[config.mk]
export PLATFORM = sky130hd
export DESIGN_NAME = uart_tx_arbiter_flat
export DESIGN_NICKNAME = d
export VERILOG_FILES = /design/src/rtl/uart_pkg.sv /design/src/rtl/uart_tx_arbiter_if.sv /design/src/rtl/uart_tx_arbiter_rr_pick.sv /design/src/rtl/uart_tx_arbiter.sv /design/src/flat_wrapper.sv
export SDC_FILE = /design/constraint.sdc
export NUM_CORES = 1
export LEC_CHECK = 0
export ABC_CLOCK_PERIOD_IN_PS = 2100
export BUFFER_PORTS_ARGS = -buffer_cell sky130_fd_sc_hd__buf_2
export CORE_MARGIN = 8
export CORE_UTILIZATION = 48
export DETAILED_ROUTE_END_ITERATION = 8
export PLACE_DENSITY = 0.76
export SLEW_MARGIN = 20
export SYNTH_ARGS = -nofsm -noshare
export SYNTH_HDL_FRONTEND = slang
export SYNTH_SLANG_ARGS = --single-unit
[constraint.sdc]
create_clock -name sys_clk -period 2.1 [get_ports sys_clk]
set_clock_uncertainty 0.05 [all_clocks]
set_input_delay 0.42 -clock sys_clk [delete_from_list [all_inputs] [get_ports sys_clk]]
set_output_delay 0.42 -clock sys_clk [all_outputs]
set_load 0.01 [all_outputs]
[src/rtl/uart_pkg.sv]
// Shared constants and types for the UART transmit arbiter slice.
package uart_pkg;

   localparam int unsigned CLK_HZ_DEF       = 27_000_000;
   localparam int unsigned BAUD_DEF         = 115_200;
   localparam int unsigned BIT_CYCLES_DEF   = CLK_HZ_DEF / BAUD_DEF;
   localparam int unsigned LOCK_TIMEOUT_DEF = 270_000;

   typedef enum logic [1:0] {
      ST_IDLE      = 2'd0,
      ST_SEND      = 2'd1,
      ST_WAIT_BUSY = 2'd2,
      ST_WAIT_DONE = 2'd3
   } state_t;

   // Client index width; never below one bit so two-client builds still index cleanly.
   function automatic int unsigned id_width(input int unsigned n);
      return (n > 2) ? $clog2(n) : 1;
   endfunction

   function automatic int unsigned next_idx(input int unsigned i, input int unsigned n);
      return (i + 1 >= n) ? 0 : i + 1;
   endfunction

endpackage

[src/rtl/uart_tx_arbiter_if.sv]
// Client byte streams, ip_uart handshake and grant status between arbiter and top level.
interface uart_tx_arbiter_if
   import uart_pkg::*;
#(
   parameter int unsigned NUM_CH = 4
);
   localparam int unsigned IDW = id_width(NUM_CH);

   logic [NUM_CH-1:0]   ch_req;
   logic [8*NUM_CH-1:0] ch_data;
   logic [NUM_CH-1:0]   ch_last;
   logic [NUM_CH-1:0]   ch_ack;
   logic [7:0]          send_data;
   logic                send_req;
   logic                send_busy;
   logic                grant_valid;
   logic [IDW-1:0]      grant_id;
   logic                locked;

   modport master (
      input  ch_req, ch_data, ch_last, send_busy,
      output ch_ack, send_data, send_req, grant_valid, grant_id, locked
   );

   modport slave (
      output ch_req, ch_data, ch_last, send_busy,
      input  ch_ack, send_data, send_req, grant_valid, grant_id, locked
   );

endinterface

[src/rtl/uart_tx_arbiter_rr_pick.sv]
// Combinational round-robin search: first set request starting at ptr, wrapping modulo NUM_CH.
module rr_pick #(
   parameter int unsigned NUM_CH = 4,
   parameter int unsigned IDW    = 2
) (
   input  logic [NUM_CH-1:0] i_req,
   input  logic [IDW-1:0]    i_ptr,
   output logic [IDW-1:0]    o_sel,
   output logic              o_found
);

   always_comb begin
      logic [IDW-1:0] w_idx;
      o_sel   = '0;
      o_found = 1'b0;
      w_idx   = '0;
      for (int unsigned k = 0; k < NUM_CH; k++) begin
         w_idx = IDW'((32'(i_ptr) + k) % NUM_CH);
         if (!o_found && i_req[w_idx]) begin
            o_sel   = w_idx;
            o_found = 1'b1;
         end
      end
   end

endmodule

[src/rtl/uart_tx_arbiter.sv]
// Packet-granular round-robin arbiter sharing one ip_uart transmitter among NUM_CH clients.
module uart_tx_arbiter
   import uart_pkg::*;
#(
   parameter int unsigned NUM_CH       = 4,
   parameter int unsigned LOCK_TIMEOUT = LOCK_TIMEOUT_DEF
) (
   input  logic              sys_clk,
   input  logic              w_n_reset,
   uart_tx_arbiter_if.master bus
);

   localparam int unsigned IDW = id_width(NUM_CH);
   localparam int unsigned TW  = (LOCK_TIMEOUT > 1) ? $clog2(LOCK_TIMEOUT) : 1;

   state_t            r_state;
   logic [NUM_CH-1:0] r_ack;
   logic [7:0]        r_send_data;
   logic              r_send_req;
   logic              r_grant_valid;
   logic [IDW-1:0]    r_grant_id;
   logic              r_locked;
   logic [IDW-1:0]    r_rr_ptr;
   logic [TW-1:0]     r_tmo_cnt;
   logic              r_wb_cnt;

   logic [IDW-1:0]    w_sel;
   logic              w_found;
   logic [IDW-1:0]    w_ld_id;
   logic              w_ld;
   logic              w_ld_last;
   logic [7:0]        w_ld_data;
   logic [IDW-1:0]    w_nxt_ptr;
   logic              w_tmo_hit;

   rr_pick #(
      .NUM_CH (NUM_CH),
      .IDW    (IDW)
   ) u_rr_pick (
      .i_req   (bus.ch_req),
      .i_ptr   (r_rr_ptr),
      .o_sel   (w_sel),
      .o_found (w_found)
   );

   // While locked only the owner is eligible; the same load path serves both cases.
   assign w_ld_id   = r_locked ? r_grant_id : w_sel;
   assign w_ld      = r_locked ? bus.ch_req[r_grant_id] : w_found;
   assign w_ld_last = bus.ch_last[w_ld_id];
   assign w_ld_data = bus.ch_data[{w_ld_id, 3'b000} +: 8];
   assign w_nxt_ptr = IDW'(next_idx(32'(w_ld_id), NUM_CH));
   assign w_tmo_hit = (r_tmo_cnt == TW'(LOCK_TIMEOUT - 1));

   always_ff @(posedge sys_clk or negedge w_n_reset) begin
      if (!w_n_reset) begin
         r_state       <= ST_IDLE;
         r_ack         <= '0;
         r_send_data   <= 8'h00;
         r_send_req    <= 1'b0;
         r_grant_valid <= 1'b0;
         r_grant_id    <= '0;
         r_locked      <= 1'b0;
         r_rr_ptr      <= '0;
         r_tmo_cnt     <= '0;
         r_wb_cnt      <= 1'b0;
      end else begin
         r_ack <= '0;
         unique case (r_state)
            ST_IDLE: begin
               if (w_ld) begin
                  r_send_data    <= w_ld_data;
                  r_ack[w_ld_id] <= 1'b1;
                  r_grant_id     <= w_ld_id;
                  r_locked       <= ~w_ld_last;
                  r_grant_valid  <= 1'b1;
                  r_tmo_cnt      <= '0;
                  r_state        <= ST_SEND;
                  if (w_ld_last) r_rr_ptr <= w_nxt_ptr;
               end else if (r_locked) begin
                  if (w_tmo_hit) begin
                     r_locked      <= 1'b0;
                     r_grant_valid <= 1'b0;
                     r_rr_ptr      <= w_nxt_ptr;
                     r_tmo_cnt     <= '0;
                  end else begin
                     r_tmo_cnt <= r_tmo_cnt + 1'b1;
                  end
               end
            end
            // send_req rises the cycle after ack, then holds until ip_uart is not busy.
            ST_SEND: begin
               if (!r_send_req) begin
                  r_send_req <= 1'b1;
               end else if (!bus.send_busy) begin
                  r_send_req <= 1'b0;
                  r_wb_cnt   <= 1'b0;
                  r_state    <= ST_WAIT_BUSY;
               end
            end
            ST_WAIT_BUSY: begin
               if (bus.send_busy || r_wb_cnt) r_state <= ST_WAIT_DONE;
               else                           r_wb_cnt <= 1'b1;
            end
            ST_WAIT_DONE: begin
               if (!bus.send_busy) begin
                  r_state       <= ST_IDLE;
                  r_grant_valid <= r_locked;
               end
            end
            default: r_state <= ST_IDLE;
         endcase
      end
   end

   assign bus.ch_ack      = r_ack;
   assign bus.send_data   = r_send_data;
   assign bus.send_req    = r_send_req;
   assign bus.grant_valid = r_grant_valid;
   assign bus.grant_id    = r_grant_id;
   assign bus.locked      = r_locked;

endmodule
[src/flat_wrapper.sv]
// flat-port wrapper written by rule: the top's interface ports become plain ports
module uart_tx_arbiter_flat import uart_pkg::*;
#(
   parameter int unsigned NUM_CH       = 4,
   parameter int unsigned LOCK_TIMEOUT = LOCK_TIMEOUT_DEF
)
  (sys_clk, w_n_reset, bus_ch_req, bus_ch_data, bus_ch_last, bus_send_busy, bus_ch_ack, bus_send_data, bus_send_req, bus_grant_valid, bus_grant_id, bus_locked);
  uart_tx_arbiter_if #(.NUM_CH(NUM_CH)) bus_i ();
  input  logic sys_clk;
  input  logic w_n_reset;
  input wire logic [$bits(bus_i.ch_req)-1:0] bus_ch_req;
  input wire logic [$bits(bus_i.ch_data)-1:0] bus_ch_data;
  input wire logic [$bits(bus_i.ch_last)-1:0] bus_ch_last;
  input wire logic [$bits(bus_i.send_busy)-1:0] bus_send_busy;
  output wire logic [$bits(bus_i.ch_ack)-1:0] bus_ch_ack;
  output wire logic [$bits(bus_i.send_data)-1:0] bus_send_data;
  output wire logic [$bits(bus_i.send_req)-1:0] bus_send_req;
  output wire logic [$bits(bus_i.grant_valid)-1:0] bus_grant_valid;
  output wire logic [$bits(bus_i.grant_id)-1:0] bus_grant_id;
  output wire logic [$bits(bus_i.locked)-1:0] bus_locked;
  assign bus_i.ch_req = bus_ch_req;
  assign bus_i.ch_data = bus_ch_data;
  assign bus_i.ch_last = bus_ch_last;
  assign bus_i.send_busy = bus_send_busy;
  assign bus_ch_ack = bus_i.ch_ack;
  assign bus_send_data = bus_i.send_data;
  assign bus_send_req = bus_i.send_req;
  assign bus_grant_valid = bus_i.grant_valid;
  assign bus_grant_id = bus_i.grant_id;
  assign bus_locked = bus_i.locked;
  uart_tx_arbiter #(.NUM_CH(NUM_CH), .LOCK_TIMEOUT(LOCK_TIMEOUT)) u_core (.sys_clk(sys_clk), .w_n_reset(w_n_reset), .bus(bus_i));
endmodule
**Yosys cells after proc, flatten, opt, wreduce, memory -nomap -nowiden**

Index checks and enable logic that the tools add are counted.

- Register bits after elaboration: 41
- Bits of input ports: 43
- Output and inout bits: 17
- Word-level logic and storage cells: 111

- $add $sub $neg: 5
- Magnitude comparators: 8
- Eq/ne operators: 13
- Shift-type cells: 1
- Multiplexer cells: 54
- Bitwise logic cells: 1
- Reduce and logical (&&, ||, !) cells: 19

Operators with widths:

| operator | count |
|---|---|
| $mux W19 | 3 |
| $shiftx A32 B6 Y8 | 1 |
| $mux W2 | 15 |
| $mux W1 | 24 |
| $add A19 B1 Y19 const B | 1 |
| $eq A19 B19 Y1 const B | 1 |
| $lt A2 B3 Y1 const B | 6 |
| $bmux W1 S2 | 6 |
| $reduce_and A4 Y1 | 3 |
| $mux W4 | 2 |
| $ne A2 B2 Y1 const B | 4 |
| $pmux W2 S4 | 1 |
| $reduce_bool A2 Y1 | 4 |
| $ne A2 B1 Y1 const B | 3 |
| $ne A3 B1 Y1 const B | 2 |
| $reduce_and A5 Y1 | 1 |
| $add A2 B2 Y2 const B | 2 |
| $eq A2 B2 Y1 const B | 2 |
| $logic_and A1 B1 Y1 | 4 |
| $pmux W1 S2 | 2 |
| $reduce_and A2 Y1 | 2 |
| $add A2 B1 Y3 const B | 1 |
| $ge A3 B3 Y1 const B | 1 |
| $logic_not A1 Y1 | 3 |
| other kinds (7) | 7 |

**Longest topological paths before layout**

Gate-level depths: netlist of run 1.

- Word-level depth: 19
- Depth in mapped cells: 8
- Gate-level depth less buffers: 8

**By module**

From an unflattened synthesis of run 1, not the netlist that was laid out.

- Cell total of the unflattened synthesis: 288
- Area, all modules: 2489.9 sq um

By module, submodules not included:

| module | instances | cells an instance | area each (sq um) |
|---|---|---|---|
| uart_tx_arbiter | 1 | 273 | 2412.3 |
| rr_pick | 1 | 15 | 77.6 |

**Worst setup path after synthesis of run 1**

OpenSTA, ideal clock, no wires.

- Path type: register to register
- From: register u_core.r_rr_ptr[1]
- To: register u_core.r_send_data[0], in the netlist u_core.bus.send_data[0]
- Library setup time: 0.125 ns
- Arrival: 2.157 ns
- Path slack: -0.232 ns
- Cell stages (with the launch flop): 8
- Path buffers: 2
- Cells stage by stage: dfrtp_1 buf_2 nand2b_1 a21o_1 a32oi_4 buf_4 mux4_2 mux2_2

- Cells in the longest elaborated chain, start to end: 14

Ends and longest elaborated chain:

| item | RTL line | source |
|---|---|---|
| start: declaration | uart_tx_arbiter.sv:23 | `logic [IDW-1:0] r_rr_ptr;` |
| start signal: assignment | uart_tx_arbiter.sv:78 | `if (w_ld_last) r_rr_ptr <= w_nxt_ptr;` |
| start signal: assignment | uart_tx_arbiter.sv:83 | `r_rr_ptr <= w_nxt_ptr;` |
| branches (longest 14 deep; another with $add A2 B1 Y2) | n/a |  |
| end signal: assignment | uart_tx_arbiter.sv:71 | `r_send_data <= w_ld_data;` |
| end: declaration | uart_tx_arbiter.sv:18 | `logic [7:0] r_send_data;` |

Several ways; the timed one is not identified. The select of a mux whose other input is x is not followed.
A chain may end at the register's enable or synchronous reset.

**Worst setup path after layout of run 1**

- From: register u_core.r_tmo_cnt[6]
- To: register u_core.r_rr_ptr[0]

- Cells in the longest elaborated chain, start to end: 3

Ends and longest elaborated chain:

| item | RTL line | source |
|---|---|---|
| start: declaration | uart_tx_arbiter.sv:24 | `logic [TW-1:0] r_tmo_cnt;` |
| start signal: assignment | uart_tx_arbiter.sv:86 | `r_tmo_cnt <= r_tmo_cnt + 1'b1;` |
| $eq A19 B19 Y1 | uart_tx_arbiter.sv:52 | `assign w_tmo_hit = (r_tmo_cnt == TW'(LOCK_TIMEOUT - 1));` |
| $reduce_bool A2 Y1 (no source line) | n/a |  |
| $reduce_and A4 Y1 (no source line) | n/a |  |

No other way between the ends.

==> results of run 1 <==
[metrics by stage]
step / setup TNS (ns) / hold slack, ns / total power, mW / instance area, sq um
after floorplan: -0.835 / 0.0744 / 2.58 / 2460
after global placement: -2.12 / 0.436 / 3.32 / 3130
after detailed placement: -2.41 / 0.441 / 3.39 / 3130
after CTS: -0.946 / 0.143 / 4.13 / 3300
after global routing: -2.07 / 0.167 / 4.53 / 3370
final: -1.12 / 0.124 / 4.27 / 3370
[worst max-delay path, delay by kind of cell, from the launching register on]
| family | cells | cell delay [ns] |
|---|---|---|
| simple gates | 2 | 0.69 |
| flops | 1 | 0.39 |
| compound gates | 2 | 0.68 |
| mux | 1 | 0.31 |
[sequential cells by signal (all words and copies together), names as in the netlist]
signal / cells
u_core.bus.ch_ack: 4
u_core.bus.grant_id: 2
u_core.bus.grant_valid: 1
u_core.bus.locked: 1
u_core.bus.send_data: 8
u_core.bus.send_req: 1
u_core.r_rr_ptr: 2
u_core.r_state: 2
u_core.r_tmo_cnt: 19
u_core.r_wb_cnt: 1
[worst paths after layout]
| path | start | to | slack, ns | cells past startpoint |
|---|---|---|---|---|
| worst max-delay path | u_core.r_tmo_cnt[6] | u_core.r_rr_ptr[0] | -0.14 | 5 |
| worst min-delay path | w_n_reset | u_core.r_tmo_cnt[18] | 0.12 | 2 |
| worst max register to register | u_core.r_tmo_cnt[6] | u_core.r_rr_ptr[0] | -0.14 | 5 |
| worst min register to register | u_core.bus.send_data[6] | u_core.bus.send_data[6] | 0.45 | 1 |
| max in group asynchronous | w_n_reset | u_core.r_rr_ptr[1] | 1.49 | 2 |
| min in group sys_clk | bus_send_busy | u_core.r_wb_cnt | 0.41 | 4 |
[routing by layer]
metal  global-route usage  wire, microns
met1                0.222           2660
met2                0.299           3400
met3               0.0349            302
met4               0.0798            105
met5                    0              0
[layout make-up]
class	count	area [sq um]	area share
clock inverter	2	35.0	0.0104
timing repair buffer	110	714	0.212
multi-input combinational	169	1420	0.420
clock buffer	5	68.8	0.0204
tap	70	87.6	0.0260
inverter	6	22.5	0.00668
sequential	41	1030	0.305
[power groups by stage]
| stage | Clock, mW | Sequential, mW | Combinational (mW) |
|---|---|---|---|
| after floorplan | 0 | 1.21 | 1.37 |
| after global placement | 0 | 1.17 | 2.15 |
| after detailed placement | 0 | 1.18 | 2.21 |
| after CTS | 0.638 | 1.17 | 2.32 |
| after global routing | 0.670 | 1.21 | 2.65 |
| final | 0.630 | 1.18 | 2.46 |
[kinds of logic (layout without fill, tap and decap cells)]
kind of cell,after synthesis,after routing,share of synthesized area
buffers and inverters,14,123,0.0259
AO/OA/AOI/OAI,37,37,0.119
multiplexers,23,23,0.154
XOR/XNOR,16,16,0.0581
AND/OR/NAND/NOR,87,87,0.186
flip-flops,41,41,0.425
adder cells (fa/ha/maj),6,6,0.0311
[layout by cell type, fill, tap and decap left out, types with 3 or more instances in the layout]
cell / synthesis / final
sky130_fd_sc_hd__and3_1: 6 / 6
sky130_fd_sc_hd__nand4_1: 6 / 6
sky130_fd_sc_hd__mux2_4: 0 / 5
sky130_fd_sc_hd__buf_2: 5 / 59
sky130_fd_sc_hd__xor2_1: 11 / 11
sky130_fd_sc_hd__a21oi_1: 6 / 5
sky130_fd_sc_hd__mux4_2: 8 / 9
sky130_fd_sc_hd__ha_1: 6 / 6
sky130_fd_sc_hd__nand2_1: 16 / 16
sky130_fd_sc_hd__o21a_1: 3 / 3
sky130_fd_sc_hd__xnor2_1: 5 / 5
sky130_fd_sc_hd__dfrtp_1: 41 / 40
sky130_fd_sc_hd__inv_1: 6 / 6
sky130_fd_sc_hd__mux2_2: 9 / 4
sky130_fd_sc_hd__buf_4: 1 / 46
sky130_fd_sc_hd__clkbuf_8: 0 / 5
sky130_fd_sc_hd__nand3_1: 8 / 8
sky130_fd_sc_hd__nor2_1: 30 / 29
sky130_fd_sc_hd__o21ai_0: 7 / 7
sky130_fd_sc_hd__buf_6: 0 / 3
[what timing repair did]
item | in CTS | in global routing
gates resized for setup | 9 | 9
pin swaps | 4 | 2
setup endpoints to repair | 11 | 30
setup buffers | 5 | 5
gates cloned | 0 | 1
==> results.txt, run 1 <==
- The final count of pins violating max slew was 0.
* Cell at the root of the clock tree: sky130_fd_sc_hd__clkbuf_8
- Number of antenna violations at the first check in global routing: 0
- Worst setup path category: reg2reg
* Share of async-settable or async-resettable flops after synthesis: 1.00
* Total number of H-tree levels: 2
- Kind of launch point of the worst setup path: flip-flop
- Worst-path cell with the longest stage delay: sky130_fd_sc_hd__or4b_4
* Number of sinks driven by the clock tree: 41
- Maximum number of pins on one net before global-route repair: 42
* Peak supply drop: approximately 0.76 mV
* Unrepaired setup endpoints after global routing: yes
- The tool flagged a number of max-cap violations equal to 0.
- Summed over all cells, the static leakage comes to approximately 1.6 nW.
- The first detailed-routing pass ran for 4 iterations.
- The analysis attributes to net switching a power of about 1.6 mW.
* Prevailing post-synth register cell: sky130_fd_sc_hd__dfrtp_1
* Synthesis-to-finish area growth: 39.7%
- After filler insertion, the fill cell instance count of the layout stands at 378.
* Min Clock Period, post-route: 2.24 ns
* Overflow left after global routing: 0
- Via count of the first global-routing pass: 2315
- The run finished, with violations left.
* Count of flip-flops with a built-in enable after synthesis: 0
- Clk buf depth: 2
- Final antenna-violating net count: 0
* Share of layout cells above drive strength 1: 0.456
* Total global-route track usage: 0.181
- Before CTS, the worst setup slack after placement is -0.261 ns.
* Cell area after technology mapping: 2410 sq um
- Counting flops and latches in the post-synthesis netlist gives 41.
* Y dimension of the die: 86.9 microns
* Endpoint kind of the worst setup timing path: flip-flop
- Yosys mapped the design onto 52 distinct sky130hd cell types.
- Summed over all instances, the cell type with the most area after synthesis is sky130_fd_sc_hd__dfrtp_1.
- Traced cell by cell, the critical path runs through or4b_4 -> o41ai_4 -> nand2_1 -> a221o_1 -> mux2_1.
* Violations in the final reports: setup timing
- Number of top-level pins: 60
- Sorting the synthesized cells by how often they occur yields 41 x sky130_fd_sc_hd__dfrtp_1, 30 x sky130_fd_sc_hd__nor2_1, 16 x sky130_fd_sc_hd__nand2_1.
- In this run the tool buffered the top-level ports with 59 buffer cells.
- Static timing analysis puts the maximum clock frequency at 446 MHz.
- After detailed routing, the number of remaining DRC violations is 0.
* Worst-path maximum fanout: 2
- Dividing total power by cell area gives a power density of approximately 1300 nW/um^2.
- STA puts the critical path data arrival time at around 2.4 ns.
- Synthesis handed over a netlist of 224 instances.
- Num rows: 26
- The detailed router placed 2203 vias in this run.
- Initial core utilization: 0.485
* Post-synthesis area per instance: between 10 and 15 sq um
- Wire length of the first global-routing pass: 10700 microns
* Worst rel slew slack: 0.651
* Detailed-placement wirelength estimate: 4570 microns
- The final layout contains ~380 nets.
- Of the total power, the share spent switching nets is 0.373.
- Clock latency of the later-clocked register in the worst-skew pair: approximately 0.3 ns
* Worst hold path class: in2async
- Of the synthesized area, sequential elements account for 0.425.
* Die W: approximately 87 microns
- Non-filler instance count after layout: 403
* CTS tree: done
* Final wirelength: 6470 microns
* Number of instances in the placed design: 386
- Final worst-path setup slack: -0.141 ns
* Number of failing setup endpoints in the final timing report: 12
- Total count of hold-check failures in the final report: 0
- Cell internal pwr: between 2 and 3 mW
* Fraction of power consumed by combinational cells: 0.576
- Once layout is complete, the utilization of the core stands at 0.677.
- The first routing iteration left 114 violations.
- Data on the critical path is required at its endpoint by between 2 and 2.5 ns.
- Routability-driven placement finished with a final weighted congestion of 0.805.
- Sequential group share of total power: 0.277
- Worst Max-Slew Pin Slew: around 0.52 ns
- Cell with the most instances after synthesis: sky130_fd_sc_hd__dfrtp_1
- The Yosys step of the flow raised 0 warnings.
- Dividing the detail-routed wire length by the instance count gives 16.0 microns.
- The number of antenna diodes in the final layout is 0.
* Post-synth net total: between 200 and 300
- Floorplan die area: 7550 sq um
- Ratio of final minimum period to clock period: 1.07
- The region available for standard cell placement spans between 4000 and 5000 sq um.
* Top cell type's share of synthesized area: 0.425
- Routed vias/inst: between 5 and 6
* TritonCTS Buffers: 5
- Area contributors post-synth: sky130_fd_sc_hd__dfrtp_1 43%, sky130_fd_sc_hd__mux4_2 7.5%, sky130_fd_sc_hd__nor2_1 4.7%
* Hold-fix buffers at CTS: 0
- Clock-pin slew was measured on the worst setup and hold paths at 0.09 ns.
- The share of total power dissipated in the clock network is 0.148.
* Delay of the slowest cell on the worst path: between 0.5 and 0.6 ns
Power figures use the tool's default switching activity.
==> inputs of run 2 (changes only) <==
Settings changed: RECOVER_POWER set to 25.
==> results.txt, run 2 (same netlist as run 1, synthesis figures left out) <==
- Largest Register: u_core.r_tmo_cnt
* Total count of hold-check failures in the final report: 0
- The worst hold path belongs to the class in2async.
* Violations in the final reports: setup timing
- In this run the power density over the cells is 1270 nW/um^2.
- Total global-route track usage: 0.181
- At the end of the flow, the number of nets in the layout was between 300 and 400.
- Across the run, the number of max-cap violations was 0.
- Final Max Slew Viols: 0
* Achievable clock frequency: 445 MHz
* CTS tree: done
* Number of top-level pins: 60
- Clock transition at the registers of the reported paths: 0.09 ns
* Total number of H-tree levels: 2
* TritonCTS Buffers: 5
- The worst setup path is of the reg2reg kind.
- In this run the worst setup path begins at u_core.r_tmo_cnt[6].
- Clock latency of the later-clocked register in the worst-skew pair: 0.30 ns
* Outcome: finished with violations
- Data arrives at the worst endpoint at 2.38 ns.
- The number of global-route vias before repair was about 2300.
* Unrepaired setup endpoints after global routing: yes
- The region available for standard cell placement spans between 4000 and 5000 sq um.
- STA puts the critical path data required time at 2.23 ns.
- After the first detailed-routing iteration, the DRC count stood at 114.
- After layout, the minimum clock period comes to between 2 and 2.5 ns.
- The initialized floorplan defines 26 standard-cell rows.
- Port bufs: 59
- Number of antenna violations at the first check in global routing: 0
* Overall power: roughly 4.3 mW
- Final wirelength: 6460 microns
- Routability-driven placement finished with a final weighted congestion of about 0.80.
- Detailed-router iteration count before antenna repair: 4
- The worst setup path is launched from a flip-flop.
- Number of instances in the placed design: 386
* Maximum number of pins on one net before global-route repair: 42
* Worst Max-Slew Pin Slew: 1.03 ns
- Number of inserted diodes: 0
* DR vias: ~2200
* Number of sinks driven by the clock tree: 41
- The die is 86.9 microns tall.
* Beginning of the worst register-to-register path: u_core.r_tmo_cnt[6]
- The register with the most flip-flops in the layout has 19 of them.
* Share of layout cells above drive strength 1: 0.456
* Overflow left after global routing: 0
- Peak supply drop: 0.765 mV
* Detailed-placement wirelength estimate: 4570 microns
- Dividing the detail-routed via count by the number of cells gives 5.47.
- The longest clock path from root to sink contains 2 buffers.
* Post-route standard cell area excluding fillers: 3370 sq um
- Synthesis-to-finish area growth: 39.6%
- Drt drc: 0
* Die W: 86.9 microns
- Once layout is complete, the cells apart from fillers number 403.
- Initial core utilization: 0.485
* Worst-path maximum fanout: 2
- Floorplan die area: 7550 sq um
- Endpoint kind of the worst setup timing path: flip-flop
- Leaving out fill and tap cells, the most frequent cells in the layout are 59 x sky130_fd_sc_hd__buf_2, 45 x sky130_fd_sc_hd__buf_4, 40 x sky130_fd_sc_hd__dfrtp_1.
- Leading cell type in the layout, fill and taps excluded: sky130_fd_sc_hd__buf_2
- In the finished design, the share of the clock period the worst path needs comes to 1.07.
* Worst rel slew slack: 0.314
- Once routing completed, OpenROAD measured the worst setup slack at -0.147 ns.
* Total leakage power: 1.62 nW
- Number of failing setup endpoints in the final timing report: 12
- CTS placed an instance of sky130_fd_sc_hd__clkbuf_8 at the clock tree root.
- Pre-CTS worst setup slack: -0.261 ns
- The first global-routing pass estimated approximately 11000 microns of wire.
* Wire per inst: 16.0 microns
- The placed instances occupy a cell area of 3130 sq um.
- Final antenna-violating net count: 0
- Adding up every negative setup slack in the final design gives -1.14 ns.
run 2: changes by cell type in the layout (fill, tap and decap cells not counted):
cell | previous run | this run
sky130_fd_sc_hd__buf_4 | 46 | 45
sky130_fd_sc_hd__clkbuf_2 | 0 | 1
run 2: area by class of cell:
| type | count | area (sq um) |
|---|---|---|
| multi-input combinational | 169 | 1420 |
| fill | 377 | 1610 |
| sequential | 41 | 1030 |
| clock buffer | 5 | 68.8 |
| clock inverter | 2 | 35.0 |
| tap | 70 | 87.6 |
| timing repair buffer | 110 | 712 |
| inverter | 6 | 22.5 |
run 2: worst max-delay path, cell delays in order (launching register included):
cell and delay (ns):
sky130_fd_sc_hd__dfrtp_1 0.39, sky130_fd_sc_hd__or4b_4 0.57, sky130_fd_sc_hd__o41ai_4 0.37, sky130_fd_sc_hd__nand2_1 0.12, sky130_fd_sc_hd__a221o_1 0.31, sky130_fd_sc_hd__mux2_1 0.31
run 2: timing repair:
| action | in CTS | in global routing |
|---|---|---|
| gates resized for setup | 9 | 9 |
| setup buffers | 5 | 5 |
| pin swaps | 4 | 2 |
| hold endpoints to repair | 0 | 0 |
| hold buffers | 0 | 0 |
| gates cloned | 0 | 1 |
| setup endpoints to repair | 11 | 30 |
run 2: final timing paths:
path / to / slack [ns] / depth (start not counted)
worst max-delay path: u_core.r_rr_ptr[0] / -0.15 / 5
worst min-delay path: u_core.r_tmo_cnt[18] / 0.32 / 2
worst max register to register: u_core.r_rr_ptr[0] / -0.15 / 5
worst min register to register: u_core.bus.send_data[6] / 0.45 / 1
max in group asynchronous: u_core.r_rr_ptr[1] / 0.98 / 2
min in group sys_clk: u_core.r_wb_cnt / 0.41 / 4
run 2: stage by stage:
stage	util	hold slack [ns]
after floorplan	-	0.0744
after global placement	0.628	0.436
after detailed placement	0.628	0.441
after CTS	0.662	0.143
after global routing	0.677	0.411
final	0.677	0.316
run 2: where the power goes:
part | switching, mW | internal [mW]
clock | 0.284 | 0.346
combinational | 1.13 | 1.32
sequential | 0.176 | 1.01
run 2: per-layer routing:
metal / track usage / part of all wire
met3: 0.0349 / 0.042
met4: 0.0798 / 0.016
met2: 0.299 / 0.53
met1: 0.222 / 0.42
met5: 0 / 0
==> inputs of run 3 (changes only) <==
Settings changed: CORE_UTILIZATION 48 to 50, CTS_BUF_LIST set to sky130_fd_sc_hd__clkbuf_8, PLACE_DENSITY 0.76 to 0.79, SKIP_CTS_REPAIR_TIMING set to 1.
==> results.txt, run 3 (same netlist as run 1, synthesis figures left out) <==
- Outcome: finished with violations
- Violations in the final reports: setup timing
- R2R cell count: 5
- Floorplan die area: 7310 sq um
- Worst path arrival time: 2.44 ns
- Synthesis-to-finish area growth: 37.6%
* Clock transition at the registers of the reported paths: 0.08 ns
- In this run the vertical extent of the chip is 85.5 microns.
- The first detailed-routing pass took 4 iterations.
- The clock passes through at most 2 buffers.
- Headroom to the max-slew limit came out at 0.306.
- Total global-route track usage: 0.179
* Port bufs: 59
- At the later pin of the worst-skew pair, clock insertion delay measures ~0.30 ns.
- Ranked by flip-flop count, first place goes to u_core.r_tmo_cnt.
* Leading cell types in the layout, fill and taps excluded: 59 x sky130_fd_sc_hd__buf_2, 42 x sky130_fd_sc_hd__buf_4, 40 x sky130_fd_sc_hd__dfrtp_1
* DR vias: 2148
- Adding up every negative setup slack in the final design gives -1.04 ns.
- TritonCTS built the clock tree.
- STA classifies the critical path endpoint as a flip-flop.
- Worst-path maximum fanout: 3
* Peak supply drop: 0.743 mV
- Placeable core region: 4690 sq um
* Kind of launch point of the worst setup path: flip-flop
* Initial core utilization: 0.514
- The wire-length estimate of the detail-placed layout is approximately 4800 microns.
- Total number of H-tree levels: 2
- Die W: 85.5 microns
- Number of antenna violations at the first check in global routing: 0
* Final wirelength: 6370 microns
- Max capacitance violation total: 0
* Share of layout cells above drive strength 1: 0.452
- For this run, the post-layout net count is 378.
- After detailed routing, the average wire length per cell comes to 16.6 microns.
* Routed vias/inst: 5.59
- For this block, the initial DRC count from the detailed router was around 120.
- In the routed design, unresolved DRC markers number 0.
- RD Place Congestion: around 0.84
- Across all setup checks in the final design, the least slack found is -0.198 ns.
- The tightest min-delay check is of the in2async type.
- 60 I/O pins were placed.
- Entering global routing, the biggest net connects 42 pins.
- Reg2Reg Capture Point: u_core.r_rr_ptr[0]
- Number of sinks driven by the clock tree: 41
* Total leakage power: 1.62 nW
- Register-to-register setup slack: -0.20 ns
- For the worst setup path, the data required time is between 2 and 2.5 ns.
* Beginning of the worst register-to-register path: u_core.r_tmo_cnt[6]
- Leading cell type in the layout, fill and taps excluded: sky130_fd_sc_hd__buf_2
- Summed over all layers, the global routing overflow is 0.
* Wire length of the first global-routing pass: 10500 microns
- For the pin with the worst max-slew slack, the measured transition is 1.04 ns.
- Counting the fill cells in the layout gives around 350.
* Final antenna-violating net count: 0
* Number of inserted diodes: 0
* Power density cells: 1280 nW/um^2
* Total count of hold-check failures in the final report: 0
* Final Max Slew Viols: 0
* Achievable clock frequency: 435 MHz
- Worst setup path category: reg2reg
- The register with the most flip-flops in the layout has 19 of them.
- Setup repair after global routing could not meet its margin everywhere.
- Number of failing setup endpoints in the final timing report: 12
- The number of global-route vias before repair is 2292.
- Subtracting the final worst setup slack from the clock period gives around 2.3 ns.
- Dividing the final minimum period by the clock period gives 1.09.
- Cell at the root of the clock tree: sky130_fd_sc_hd__clkbuf_8
* Pre-CTS worst setup slack: -0.289 ns
* Overall power: 4.26 mW
- In this run the core area contains 25 standard-cell rows.
- Counting the buffers created by CTS gives 5.
## run 3: metrics by stage
step	hold slack [ns]	std cells	area, sq um	utilization
floorplan	0.0744	224	2460	-
global placement	0.437	375	3160	0.673
detailed placement	0.440	375	3160	0.673
CTS	0.150	383	3260	0.694
global route	0.419	384	3320	0.708
finish	0.332	384	3320	0.708
## run 3: power by group
group	total, mW	internal, mW	switching [mW]
logic	2.51	1.36	1.15
clock network	0.573	0.297	0.276
registers	1.17	1.01	0.167
total	4.26	2.66	1.59
## run 3: worst max-delay path by stage
| stage | startpoint | end | slack (ns) | cells past startpoint |
|---|---|---|---|---|
| 5_1_grt | u_core.r_tmo_cnt[6] | u_core.r_rr_ptr[0] | -0.24 | 5 |
| 4_1_cts | u_core.r_tmo_cnt[16] | u_core.r_rr_ptr[0] | -0.20 | 6 |
| 6_report | u_core.r_tmo_cnt[6] | u_core.r_rr_ptr[0] | -0.20 | 5 |
| 3_5_place_dp | bus_ch_req[1] | u_core.bus.send_data[3] | -0.29 | 7 |
| 2_1_floorplan | u_core.r_rr_ptr[1] | u_core.bus.send_data[0] | -0.16 | 7 |
| 3_3_place_gp | bus_ch_req[1] | u_core.bus.send_data[3] | -0.23 | 7 |
## run 3: worst max-delay path, cell delays in order, from the launching register on
cell and delay [ns]:
sky130_fd_sc_hd__dfrtp_1 0.40, sky130_fd_sc_hd__or4b_4 0.57, sky130_fd_sc_hd__o41ai_4 0.41, sky130_fd_sc_hd__nand2_1 0.11, sky130_fd_sc_hd__a221o_1 0.33, sky130_fd_sc_hd__mux2_4 0.32
## run 3: layout make-up
cell class	count	area [sq um]	share of cell area
repair buffers	106	687	0.207
well taps	54	67.6	0.0203
multi-input cells	169	1420	0.426
clock inverters	1	5.00	0.00151
clock buffers	7	96.3	0.0290
flip-flops and latches	41	1030	0.309
inverters	6	22.5	0.00678
## run 3: layer usage
layer | global-route usage | part of all wire | vias up
met3 | 0.0367 | 0.048 | 10
li1 | - | - | 1029
met1 | 0.221 | 0.43 | 1037
met4 | 0.0637 | 0.018 | 0
met2 | 0.300 | 0.50 | 72
met5 | 0 | 0 | -
